### src/rtl/fetch_pkg.sv
// fetch_pkg: shared types and helpers for the instruction-fetch stage.
//   state_e         - fetch FSM encoding (LOAD / FETCH / HALT)
//   BYTES_PER_WORD  - bytes per instruction for the default 32-bit word
//   bytes_per_word  - bytes per instruction for an arbitrary word width
//   align_mask      - low-address mask that must be zero for a word-aligned PC
package fetch_pkg;

  typedef enum logic [1:0] {
    ST_LOAD  = 2'd0,
    ST_FETCH = 2'd1,
    ST_HALT  = 2'd2
  } state_e;

  localparam int DATA_W_DEF     = 32;
  localparam int BYTES_PER_WORD = DATA_W_DEF / 8;

  function automatic int unsigned bytes_per_word(input int unsigned data_w);
    return data_w / 8;
  endfunction

  // Word size is a power of two, so bpw-1 covers exactly the low log2(bpw) bits.
  function automatic int unsigned align_mask(input int unsigned data_w);
    return (data_w / 8) - 1;
  endfunction

endpackage

### src/rtl/fetch_unit_rom.sv
// byte_rom: 2^ADDR_W x 8 byte store with a synchronous byte write port and a
// combinational little-endian word read. Byte k of the word comes from
// address raddr+k, wrapping modulo 2^ADDR_W. Contents are never reset.
//   clk    - write clock
//   we     - byte write enable
//   waddr  - byte write address
//   wdata  - byte to write
//   raddr  - byte address of word byte 0
//   rdata  - assembled word, byte k in bits [8k+7:8k]
module byte_rom
  import fetch_pkg::*;
#(
  parameter int DATA_W = 32,
  parameter int ADDR_W = 8
) (
  input  logic              clk,
  input  logic              we,
  input  logic [ADDR_W-1:0] waddr,
  input  logic [7:0]        wdata,
  input  logic [ADDR_W-1:0] raddr,
  output logic [DATA_W-1:0] rdata
);

  localparam int BPW = int'(bytes_per_word(DATA_W));

  logic [7:0] mem [2**ADDR_W];

  always_ff @(posedge clk) begin
    if (we) mem[waddr] <= wdata;
  end

  // One read lane per byte; the ADDR_W-wide sum gives the wrap for free.
  for (genvar k = 0; k < BPW; k++) begin : g_lane
    logic [ADDR_W-1:0] a;
    assign a               = raddr + ADDR_W'(k);
    assign rdata[8*k +: 8] = mem[a];
  end

endmodule

### src/rtl/fetch_unit.sv
// fetch_unit: instruction-fetch stage between the program loader and decode.
// Holds the PC, a byte-addressed instruction store (loaded through the prog_*
// port while prog_en=1) and a registered instruction output with valid/ready.
//   clk, reset      - clock; asynchronous active-low reset
//   prog_en/we/addr/data - loader port; prog_en forces LOAD
//   redirect_valid/pc    - taken branch/jump; flushes the output register
//   instr_valid/ready    - output handshake towards decode
//   instr, instr_pc      - fetched word and its byte address
//   pc_next              - PC + word bytes (combinational, wraps)
//   fault                - sticky misaligned-redirect flag
module fetch_unit
  import fetch_pkg::*;
#(
  parameter int DATA_W   = 32,
  parameter int ADDR_W   = 8,
  parameter int RESET_PC = 0
) (
  input  logic              clk,
  input  logic              reset,
  input  logic              prog_en,
  input  logic              prog_we,
  input  logic [ADDR_W-1:0] prog_addr,
  input  logic [7:0]        prog_data,
  input  logic              redirect_valid,
  input  logic [ADDR_W-1:0] redirect_pc,
  output logic              instr_valid,
  input  logic              instr_ready,
  output logic [DATA_W-1:0] instr,
  output logic [ADDR_W-1:0] instr_pc,
  output logic [ADDR_W-1:0] pc_next,
  output logic              fault
);

  localparam logic [ADDR_W-1:0] RPC   = ADDR_W'(RESET_PC);
  localparam logic [ADDR_W-1:0] STEP  = ADDR_W'(bytes_per_word(DATA_W));
  localparam logic [ADDR_W-1:0] AMASK = ADDR_W'(align_mask(DATA_W));

  state_e            state_q, state_d;
  logic [ADDR_W-1:0] pc_q, pc_d;
  logic [DATA_W-1:0] instr_q, instr_d;
  logic [ADDR_W-1:0] ipc_q, ipc_d;
  logic              vld_q, vld_d;
  logic              fault_q, fault_d;
  logic [DATA_W-1:0] word;
  logic              misaligned;

  byte_rom #(.DATA_W(DATA_W), .ADDR_W(ADDR_W)) u_rom (
    .clk   (clk),
    .we    (prog_en & prog_we),
    .waddr (prog_addr),
    .wdata (prog_data),
    .raddr (pc_q),
    .rdata (word)
  );

  assign pc_next    = pc_q + STEP;
  assign misaligned = |(redirect_pc & AMASK);

  always_comb begin
    state_d = state_q;
    pc_d    = pc_q;
    instr_d = instr_q;
    ipc_d   = ipc_q;
    vld_d   = vld_q;
    fault_d = fault_q;
    unique case (state_q)
      ST_LOAD: begin
        if (!prog_en) begin
          state_d = ST_FETCH;
          pc_d    = RPC;
        end
      end
      ST_FETCH: begin
        if (prog_en) begin
          state_d = ST_LOAD;
          vld_d   = 1'b0;
          pc_d    = RPC;
        end else if (redirect_valid) begin
          // Flush wins over any same-cycle accept; a held word is dropped.
          vld_d = 1'b0;
          if (misaligned) begin
            state_d = ST_HALT;
            fault_d = 1'b1;
          end else begin
            pc_d = redirect_pc;
          end
        end else if (!vld_q || instr_ready) begin
          instr_d = word;
          ipc_d   = pc_q;
          vld_d   = 1'b1;
          pc_d    = pc_next;
        end
      end
      ST_HALT: begin
        // Only the loader gets us out; fault stays set until reset.
        if (prog_en) begin
          state_d = ST_LOAD;
          pc_d    = RPC;
        end
      end
      default: state_d = ST_LOAD;
    endcase
  end

  always_ff @(posedge clk or negedge reset) begin
    if (!reset) begin
      state_q <= ST_LOAD;
      pc_q    <= RPC;
      instr_q <= '0;
      ipc_q   <= '0;
      vld_q   <= 1'b0;
      fault_q <= 1'b0;
    end else begin
      state_q <= state_d;
      pc_q    <= pc_d;
      instr_q <= instr_d;
      ipc_q   <= ipc_d;
      vld_q   <= vld_d;
      fault_q <= fault_d;
    end
  end

  assign instr_valid = vld_q;
  assign instr       = instr_q;
  assign instr_pc    = ipc_q;
  assign fault       = fault_q;

endmodule

### config.mk
export PLATFORM = sky130hd
export DESIGN_NAME = fetch_unit
export DESIGN_NICKNAME = d
export VERILOG_FILES = /design/src/rtl/fetch_pkg.sv /design/src/rtl/fetch_unit_rom.sv /design/src/rtl/fetch_unit.sv
export SDC_FILE = /design/constraint.sdc
export NUM_CORES = 2
export LEC_CHECK = 0
export BUFFER_PORTS_ARGS = -buffer_cell sky130_fd_sc_hd__buf_4
export CAP_MARGIN = 20
export CORE_UTILIZATION = 30
export DETAILED_ROUTE_END_ITERATION = 8
export PLACE_DENSITY_LB_ADDON = 0.1
export REMOVE_ABC_BUFFERS = 1
export SYNTH_ARGS = -nofsm -noshare
export SYNTH_HDL_FRONTEND = slang
export SYNTH_SLANG_ARGS = --single-unit
### constraint.sdc
create_clock -name clk -period 4.45 [get_ports clk]
set_input_delay 0.6675 -clock clk [delete_from_list [all_inputs] [get_ports clk]]
set_output_delay 0.6675 -clock clk [all_outputs]
set_load 0.03 [all_outputs]
==> impl_metrics.ini <==
[outcome]
status = finished, final reports clean

[timing]
layout_worst_path_cycle_share_pct = 99.62
timing.setup.tns_ps = 0
setup_violations = 0
max_freq_mhz = 225.6
hold_slack_ps = 51.65
max-slew-margin-rel_pct = 5.264
tightestPinTransition_ps = 1421
finalWorstPathRequiredPeriod_ps = 4433
final-hold-violation-count = 0
timing.clock.skew_ps = 51.10
final_max_slew_viol_count = 0

[yosys]
yosys.cell_count.top_type = sky130_fd_sc_hd__mux4_2
synth_largest_area_cell = sky130_fd_sc_hd__edfxtp_1
biggest_area_contributors_in_the_synthesized_netlist = sky130_fd_sc_hd__edfxtp_1, sky130_fd_sc_hd__mux4_2, sky130_fd_sc_hd__mux2i_1, sky130_fd_sc_hd__buf_2, sky130_fd_sc_hd__nand2_1
synth_warnings = 0
synth-edff-count = 2048
average_instance_area_after_synthesis_sq_um = 18.80
ys_types = 72
netlist_top_cells_count = sky130_fd_sc_hd__mux4_2, sky130_fd_sc_hd__edfxtp_1, sky130_fd_sc_hd__nand2_1
synthArstFlopShare_pct = 2.476
synth_seq_area_share_pct = 47.90
number_of_standard_cells_after_synthesis = 6972
yosysTopAreaCellShare_pct = 46.91
post_synthesis_cell_area_sq_mm = 0.1311
synth.ff_latch_count = 2100
synthFlopType = sky130_fd_sc_hd__edfxtp_1

[worst_setup_path]
cpLargestDelayFamily = buffers and inverters
reg2reg_depth = 13
crit_path_end_kind = flop
crit_chain = buf_12, inv_2, ha_4, buf_12, buf_12, buf_4, mux4_2, mux4_2, nor2_1, nor3_1, a41oi_1, buf_4, a41oi_1
category_of_the_most_critical_setup_path = reg2reg
crit_buf_inv = 6
worst_setup_slack_for_register_to_register_paths_ps = 20
worstSetupStartpoint = pc_q[1]$_DFFE_PN0P_
worst_setup_start_kind = flop
cp.required_ps = 5330
cpMaxStageDelayCell = sky130_fd_sc_hd__nor3_1
reg2reg_from = pc_q[1]$_DFFE_PN0P_
cp_num_cells = 13
critical-path-max-stage-delay_ps = 840
critPathArrivalTime_ps = 5310
regToRegEndpoint = instr[27]$_DFFE_PN0P_
crit_path_frequent_cell = sky130_fd_sc_hd__buf_12
timing.critical_path.fanout_max = 52

[global_routing]
first_pass_grt_wire_length_microns = 791700
grt_start_max_net_pins = 125
antenna_found_initial = 44
number_of_global_route_vias_before_repair = 84580
grt_use_total_pct = 26.51
grt-ovfl-total = 0

[cts]
cts_buf_count = 276
cts.sinks = 2100
ctsLongestPathBuffers = 4
cts_root_buf = sky130_fd_sc_hd__clkbuf_16
worstSkewPairLatency_ps = 960
cts_post_setup_buffers_inserted = 0
htree_num_levels = 5
cts.reportedPaths.clkPinSlew_ps = 60
clock_tree_from_tritoncts = built

[floorplan]
die_w_microns = 663.1
start_util_pct = 30.15
die-height_microns = 663.1
pin_count = 80
fp.coreArea_sq_mm = 0.4348
die_area_sq_mm = 0.4396
std_cell_rows = 242

[min_path]
min-delay-start = redirect_pc[7]
min-delay-path-class = in2reg
hold_path_end = pc_q[7]$_DFFE_PN0P_
min_path_cells = 3

[placed_design]
globalplace.congestion = 0.9634
numPlacedInstances = 12900
dpl_cell_area_sq_mm = 0.1434
place_hpwl_microns = 416300
number_of_port_buffers = 79

[route]
detail_route.wl_per_cell_microns = 44.53
route.detailed.drc = 0
drt-total-wl_microns = 597500
route.antenna.remaining_nets = 0
viasPerCell = 6.520
detail_route.iter0.violations = 13120
detail_route.first_pass.iterations = 5
route.vias.total = 87480

[cells_and_area]
flow.area_growth_from_synthesis_pct = 16.48
layout.cell_area.non_filler_sq_mm = 0.1527
finish.cell_count_without_fillers = 13420
design.final.nets = 7480
fraction_of_layout_instances_using_a_drive_strength_above_1_pct = 49.69
final.fill_count = 40550

[power]
power_per_cell_area_mw_per_mm2 = 335.6
max-vdd-ir-drop_uv = 261.0
leakagePower_nw = 45.23
totalPowerFinal_w = 0.05125

[run]
cap_violations = 0
## flip-flops by register name (all words and copies together), names as in the netlist
| signal | flops |
|---|---|
| fault | 1 |
| instr | 32 |
| instr_pc | 8 |
| instr_valid | 1 |
| pc_q | 8 |
| state_q | 2 |
| u_rom.mem | 2048 |
## what timing repair did
| item | CTS | global route |
|---|---|---|
| hold endpoints to repair | 32 | 0 |
| hold buffers | 1 | 0 |
| setup endpoints to repair | 4 | 2 |
| resized for setup | 1 | 2 |
## stage by stage
stage | util (%) | setup WS (ps)
3_3_place_gp | 32.97 | -273.9
3_5_place_dp | 32.98 | -216.8
2_1_floorplan | - | -122500
4_1_cts | 35.11 | 5.145
6_report | 35.12 | 16.91
5_1_grt | 35.11 | -105.3
## placed cells by master (no fill, tap or decap), types with 14 or more instances in the layout
cell type                    synthesis  final
sky130_fd_sc_hd__clkinvlp_4          0     22
sky130_fd_sc_hd__o211ai_1           24     24
sky130_fd_sc_hd__edfxtp_1         2048   2048
sky130_fd_sc_hd__clkbuf_8            0     14
sky130_fd_sc_hd__nand4_1            39     39
sky130_fd_sc_hd__nor4_1             20     18
sky130_fd_sc_hd__bufinv_16           0     34
sky130_fd_sc_hd__clkbuf_1          240     41
sky130_fd_sc_hd__diode_2             0     22
sky130_fd_sc_hd__dfrtp_1            52     44
sky130_fd_sc_hd__mux2_2             24     24
sky130_fd_sc_hd__mux2i_1           274    273
sky130_fd_sc_hd__nor2_1            314    308
sky130_fd_sc_hd__clkinv_1            1     44
sky130_fd_sc_hd__inv_6               0     14
sky130_fd_sc_hd__buf_12              0    127
sky130_fd_sc_hd__o22ai_1            74     74
sky130_fd_sc_hd__o21ai_0            41     41
sky130_fd_sc_hd__a21oi_1            69     69
sky130_fd_sc_hd__mux4_2           2387   2387
sky130_fd_sc_hd__a22oi_1            39     39
sky130_fd_sc_hd__a311oi_1           23     23
sky130_fd_sc_hd__a31oi_1            22     22
sky130_fd_sc_hd__a32oi_1            18     18
sky130_fd_sc_hd__a211oi_1           20     20
sky130_fd_sc_hd__nor3_1             49     47
sky130_fd_sc_hd__a221oi_1           18     18
sky130_fd_sc_hd__nand2_1           376    373
sky130_fd_sc_hd__clkinv_2            0     34
sky130_fd_sc_hd__clkbuf_16           0    284
sky130_fd_sc_hd__and3_1             18     18
sky130_fd_sc_hd__buf_4             106    777
sky130_fd_sc_hd__nor2b_1            18     16
sky130_fd_sc_hd__nand3_1            89     80
## routing by layer
metal | global-route usage (%) | share of wire, % | routed length, microns | up-vias
met4 | 13.26 | 5.9 | 35330 | 16
met2 | 41.00 | 46 | 273300 | 5741
met5 | 0 | 0.020 | 122 | -
met3 | 6.010 | 9.2 | 54990 | 992
li1 | - | - | - | 32320
met1 | 35.17 | 39 | 233700 | 48410
## tightest hold or removal path: stages
cell	delay, ps
sky130_fd_sc_hd__buf_4	90
sky130_fd_sc_hd__mux2i_1	60
sky130_fd_sc_hd__o21ai_0	140
## layout make-up
| class | count | area [sq um] | share of cell area [%] |
|---|---|---|---|
| sequential | 2100 | 62820 | 41.14 |
| clock buffer | 331 | 7343 | 4.809 |
| inverter | 9 | 47.55 | 0.03114 |
| tap | 5734 | 7174 | 4.698 |
| clock inverter | 163 | 1887 | 1.236 |
| antenna | 22 | 55.05 | 0.03605 |
| multi-input combinational | 4142 | 64850 | 42.47 |
| timing repair buffer | 916 | 8523 | 5.581 |
## how the worst max path moves through the flow
stage                                 end
finish              instr[27]$_DFFE_PN0P_
global route        instr[15]$_DFFE_PN0P_
CTS                  instr[6]$_DFFE_PN0P_
detailed placement  instr[27]$_DFFE_PN0P_
global placement    instr[27]$_DFFE_PN0P_
floorplan           instr[24]$_DFFE_PN0P_
## report_power, final
group          internal, W  switching (W)  leakage, nW
Clock               0.0138        0.00955         4.45
Combinational      0.00178        0.00383         21.7
Sequential          0.0218       0.000440         19.1
Total               0.0374         0.0138         45.2
## logic make-up after synthesis
kind of cell               count (synthesis)  synth area share (%)
buffers and inverters                    730                 2.892
muxes                                   2685                 43.30
xor gates and xnor gates                  26                0.1794
adders and majority gates                  5               0.04772
and+or+nand+nor                          963                 3.154
DFF                                     2100                 47.90
AOI/OAI and AO/OA                        463                 2.520
Power figures use the tool's default switching activity.
